$ cat src/rtl/outpkt_rx_v3.sv
// outpkt_rx_v3: parses the 16-bit pkt_comm output packet stream read from an FWFT FIFO.
// Define OUTPKT_RX_CKSUM_EN to verify header/data checksums; otherwise they are skipped.

`ifndef PKT_COMM_VERSION
`define PKT_COMM_VERSION 2
`endif
`ifndef OUTPKT_DATA_MAX_LEN
`define OUTPKT_DATA_MAX_LEN 8192
`endif

module outpkt_rx_v3 #(
    parameter logic [7:0]  VERSION      = 8'(`PKT_COMM_VERSION),
    parameter int unsigned DATA_MAX_LEN = `OUTPKT_DATA_MAX_LEN
) (
    input  logic        CLK,
    input  logic        RST,
    input  logic [15:0] din,
    input  logic        empty,
    output logic        rd_en,
    output logic [7:0]  pkt_type_id,
    output logic [15:0] pkt_id,
    output logic [15:0] pkt_len,
    output logic [15:0] dout,
    output logic        dout_wr_en,
    input  logic        dout_full,
    output logic        pkt_done,
    output logic        pkt_ok,
    output logic        err,
    output logic        err_cksum
);
    localparam logic [15:0] MAGIC = 16'h35b9;

    typedef enum logic [2:0] {S_HDR, S_HCK, S_DATA, S_DCK, S_ERR} state_t;

    state_t      state, state_nxt;
    logic [14:0] cnt;
    logic        hdr_bad;
    logic        last_word;
    logic        pkt_good;
    logic        data_vld_p0;
    logic        done_p0;

    always_comb begin
        rd_en = ~RST & ~empty & (state != S_ERR) & ~((state == S_DATA) & dout_full);

        hdr_bad = 1'b0;
        if (state == S_HDR) begin
            case (cnt)
                15'd0:   hdr_bad = (din[7:0] != VERSION);
                15'd1:   hdr_bad = (din != MAGIC);
                15'd2:   hdr_bad = (din == 16'd0) | din[0] | (32'(din) > DATA_MAX_LEN);
                15'd3:   hdr_bad = (din != 16'd0);
                default: hdr_bad = 1'b0;
            endcase
        end

        last_word = 1'b0;
        case (state)
            S_HDR:        last_word = (cnt == 15'd4);
            S_HCK, S_DCK: last_word = (cnt == 15'd1);
            S_DATA:       last_word = (cnt == pkt_len[15:1] - 15'd1);
            default:      last_word = 1'b0;
        endcase

        state_nxt = state;
        if (rd_en) begin
            if (hdr_bad) begin
                state_nxt = S_ERR;
            end else if (last_word) begin
                case (state)
                    S_HDR:   state_nxt = S_HCK;
                    S_HCK:   state_nxt = S_DATA;
                    S_DATA:  state_nxt = S_DCK;
                    default: state_nxt = S_HDR;
                endcase
            end
        end
    end

    assign data_vld_p0 = rd_en & (state == S_DATA);
    assign done_p0     = rd_en & (state == S_DCK) & last_word;

    always_ff @(posedge CLK) begin
        if (RST) begin
            state <= S_HDR;
            cnt   <= 15'd0;
        end else begin
            state <= state_nxt;
            if (rd_en)
                cnt <= (state_nxt != state) ? 15'd0 : cnt + 15'd1;
        end
    end

    // p0 -> p1: one-cycle registered output strobes and held header fields
    always_ff @(posedge CLK) begin
        if (RST) begin
            dout        <= 16'd0;
            dout_wr_en  <= 1'b0;
            pkt_done    <= 1'b0;
            pkt_ok      <= 1'b0;
            err         <= 1'b0;
            pkt_type_id <= 8'd0;
            pkt_id      <= 16'd0;
            pkt_len     <= 16'd0;
        end else begin
            dout_wr_en <= data_vld_p0;
            if (data_vld_p0)
                dout <= din;
            pkt_done <= done_p0;
            pkt_ok   <= done_p0 & pkt_good;
            if (rd_en & hdr_bad)
                err <= 1'b1;
            if (rd_en & (state == S_HDR)) begin
                case (cnt)
                    15'd0:   pkt_type_id <= din[15:8];
                    15'd2:   pkt_len     <= din;
                    15'd4:   pkt_id      <= din;
                    default: ;
                endcase
            end
        end
    end

`ifdef OUTPKT_RX_CKSUM_EN
    logic [31:0] acc;
    logic        lo_bad;
    logic        pkt_bad;
    logic        ck_bad;

    // Words pair little-endian: even index lands in the low half, odd in the high half.
    function automatic logic [31:0] cksum_add(input logic [31:0] sum, input logic [15:0] w,
                                              input logic hi_half);
        cksum_add = hi_half ? sum + {w, 16'h0000} : sum + {16'h0000, w};
    endfunction

    always_comb begin
        ck_bad   = lo_bad | (din != ~acc[31:16]);
        pkt_good = ~(pkt_bad | ck_bad);
    end

    always_ff @(posedge CLK) begin
        if (RST) begin
            acc       <= 32'd0;
            lo_bad    <= 1'b0;
            pkt_bad   <= 1'b0;
            err_cksum <= 1'b0;
        end else if (rd_en) begin
            case (state)
                S_HDR, S_DATA: acc <= cksum_add(acc, din, cnt[0]);
                S_HCK, S_DCK: begin
                    if (cnt == 15'd0) begin
                        lo_bad <= (din != ~acc[15:0]);
                    end else begin
                        acc     <= 32'd0;
                        lo_bad  <= 1'b0;
                        pkt_bad <= (state == S_HCK) & ck_bad;
                        if (ck_bad)
                            err_cksum <= 1'b1;
                    end
                end
                default: ;
            endcase
        end
    end
`else
    assign err_cksum = 1'b0;
    assign pkt_good  = 1'b1;
`endif

endmodule

$ cat config.mk
export PLATFORM = sky130hd
export DESIGN_NAME = outpkt_rx_v3
export DESIGN_NICKNAME = d
export VERILOG_FILES = /design/src/rtl/outpkt_rx_v3.sv
export SDC_FILE = /design/constraint.sdc
export NUM_CORES = 1
export LEC_CHECK = 0
export ABC_CLOCK_PERIOD_IN_PS = 3700
export CORE_UTILIZATION = 51
export DETAILED_ROUTE_END_ITERATION = 10
export PLACE_DENSITY = 0.8
export SETUP_SLACK_MARGIN = 0.4
export SYNTH_ARGS = -nofsm -noshare
export SYNTH_HDL_FRONTEND = slang
export SYNTH_SLANG_ARGS = --single-unit
$ cat constraint.sdc
create_clock -name CLK -period 3.7 [get_ports CLK]
set_input_delay 0.74 -clock CLK [delete_from_list [all_inputs] [get_ports CLK]]
set_output_delay 0.74 -clock CLK [all_outputs]
set_load 0.01 [all_outputs]
==> results.py <==
metrics = {
    "timing": {
        "hold_viol": 0,
        "timing.setup.tns_ps": 0,
        "finalMaxSlewViolations": 0,
        "max_clock_freq_mhz": 323,
        "finalCriticalPeriod_ps": 3100,
        "final-setup-viol-count": 0,
        "final_hold_slack_ps": 452,
        "slew_headroom_pct": 37.4,
        "post-route-period-util_pct": 83.7,
        "final.setup_skew_ps": 13.1,
        "worstMarginPinSlew_ps": 937,
        "rsz0062_at_grt": "no",
    },
    "clocking": {
        "path_clk_slew_ps": 80,
        "insertion_delay_ps": 360,
        "max-clock-path-buffers": 2,
        "htree_levels": 3,
        "cts_tree": "done",
        "cts-buffers-inserted": 9,
        "root_buffer": "clkbuf_8",
        "number_of_sinks_handled_by_clock_tree_synthesis": 77,
    },
    "global_route": {
        "globalRouteTotalUtil_pct": 27.6,
        "grt_pass1_wl_microns": 16300,
        "grt_pass1_vias": 3277,
        "antenna_violations_before_repair": 0,
        "overflow": 0,
        "grt_max_degree": 62,
    },
    "synthesis": {
        "postSynthNetCount": 464,
        "synth_seq_cells": 77,
        "synth-warning-count": 0,
        "async_flop_share_pct": 0,
        "synthCells": 439,
        "synth_edf_count": 0,
        "synth_largest_type_area_fraction_pct": 40.6,
        "ys_top_cells_by_area": "dfxtp_1, mux2i_1, nor2_1",
        "synth.yosys.seq_area_share_pct": 40.6,
        "synthFlopType": "dfxtp_1",
        "netlist.top_cell.by_area": "dfxtp_1",
        "post_synth_num_cell_types": 60,
        "synthesis.area_per_instance_sq_um": 8.64,
        "post_synth_instance_area_sq_mm": 0.00379,
    },
    "layout": {
        "final.fill_count": 597,
        "num-nets-final": 539,
        "layout.area.seq_sq_mm": 0.00154,
        "antenna_cells": 0,
        "area_delta_synth_final_pct": 29.5,
        "multi_input_area_sq_mm": 0.00208,
        "final_layout_size_suffix_gt1_share_pct": 7.51,
        "layout.core_utilization_pct": 68.1,
        "most-common-layout-cells": "clkdlybuf4s50_1, dfxtp_1, nor2_1",
        "leading_cell_type_in_the_layout_fill_and_taps_excluded": "clkdlybuf4s50_1",
    },
    "floorplan": {
        "fp-row-count": 31,
        "boundaryPins": 82,
        "die_width_microns": 88.2,
        "die-height_microns": 88.2,
        "core_sq_mm": 0.00721,
        "initial_cell_density_of_the_core_pct": 52.6,
        "design.die.area_sq_mm": 0.00778,
    },
    "worst_setup_path": {
        "end_kind": "flip-flop",
        "critPathRequiredTime_ps": 3990,
        "setup.worst_path.class": "in -> reg",
        "arrival_ps": 3390,
        "start_kind": "input pin",
        "critPathMaxFanout": 12,
    },
    "power_and_ir_drop": {
        "static-leakage-power_nw": 1.88,
        "irDropWorstVdd_v": 0.000294,
        "cellPowerDensity_mw_per_mm2": 346,
        "final_total_power_w": 0.00170,
    },
    "place": {
        "placed_wire_length_estimate_microns": 7370,
        "place_congestion": 0.869,
        "portBuffers": 80,
    },
    "hold_path": {
        "holdCritPathClass": "reg -> reg",
    },
    "routing": {
        "vias_per_cell": 5.61,
        "route.detailed.drc": 0,
        "detail_route.iter0.violations": 131,
        "drt_wl_total_microns": 10200,
        "antenna_left": 0,
        "routed-via-count": 3465,
        "drt-wirelength-per-cell_microns": 16.5,
        "dr.pass1.iters": 4,
    },
    "outcome": {
        "run_status": "finished clean",
    },
    "job": {
        "max-cap-violations": 0,
    },
}
[cell type report]
type	count	share of cell area [%]
multi-input cells	321	42.3
flip-flops and latches	77	31.4
repair buffers	92	18.3
clock buffers	10	2.60
well taps	99	2.52
clock inverters	6	1.91
inverters	13	0.994
[final timing paths]
kind | from | endpoint | slack (ps) | cells after the start
worst max-delay path | din[0] | cnt[9] | 600 | 9
worst min-delay path | err | err | 450 | 2
worst max register to register | pkt_len[1] | cnt[9] | 630 | 10
worst min register to register | err | err | 450 | 2
[cell usage after synthesis, types with 2 or more instances]
master / count
xnor2_1: 12
clkbuf_1: 20
ha_1: 5
and3_1: 4
a31oi_1: 2
dfxtp_1: 77
o2111ai_1: 3
nor2_1: 67
a311o_1: 2
nor2b_1: 2
o211ai_1: 3
buf_2: 2
nor3_1: 9
buf_4: 2
o31ai_1: 4
nand2_1: 49
nand4_1: 9
nor4_1: 13
nor3b_1: 3
nand4b_1: 2
a21boi_0: 3
or4_1: 4
and2_1: 4
or2_2: 4
a21oi_1: 22
inv_1: 12
nand3b_1: 3
nand3_1: 7
and4_1: 3
mux2i_1: 41
buf_6: 2
xor2_1: 16
[critical path: stages]
cell and delay, ps:
clkdlybuf4s50_1 540, nor4_1 420, nand4_1 210, o311a_1 340, a311o_1 300, a21oi_1 410, a31oi_4 160, buf_12 170
nor2_1 100
[state kept, by name, summed over array words and instances (netlist names), 3 cells and up]
signal       cells
state            3
pkt_type_id      8
cnt             15
dout            16
pkt_id          16
pkt_len         16
[kinds of logic after synthesis]
group	Yosys count	synth area share (%)
fa+ha+maj	5	1.65
flops	77	40.6
mux	41	10.8
other cells	1	0.0989
compound gates	52	9.80
xor+xnor	29	7.06
buf+inv	41	4.75
simple gates	193	25.2
[power breakdown]
group          internal, W  switching (W)  total (W)
combinational    0.0000629      0.0000715   0.000134
clock             0.000387       0.000334   0.000722
sequential        0.000836     0.00000860   0.000845
total              0.00129       0.000415    0.00170
[stage by stage]
step | cell area [sq um] | cells | worst slack, ps
detailed placement | 4670 | 601 | 302
finish | 4910 | 618 | 602
CTS | 4890 | 617 | 484
floorplan | 3790 | 439 | 933
global route | 4910 | 618 | 470
global placement | 4670 | 601 | 382
[metal layers]
layer | GRT usage [%] | part of all wire [%] | vias to the layer above
li1 | - | - | 1684
met2 | 45.2 | 48 | 100
met1 | 33.8 | 44 | 1661
met4 | 11.1 | 2.0 | 0
met5 | 0 | 0 | -
met3 | 8.49 | 6.4 | 20
[repair_timing]
item                                    CTS  global route
hold buffers                              0             0
endpoints found under the setup margin    0            12
resized for setup                         0             0
buffers inserted                          0             1
No activity file was read; power rests on OpenSTA's default activity.
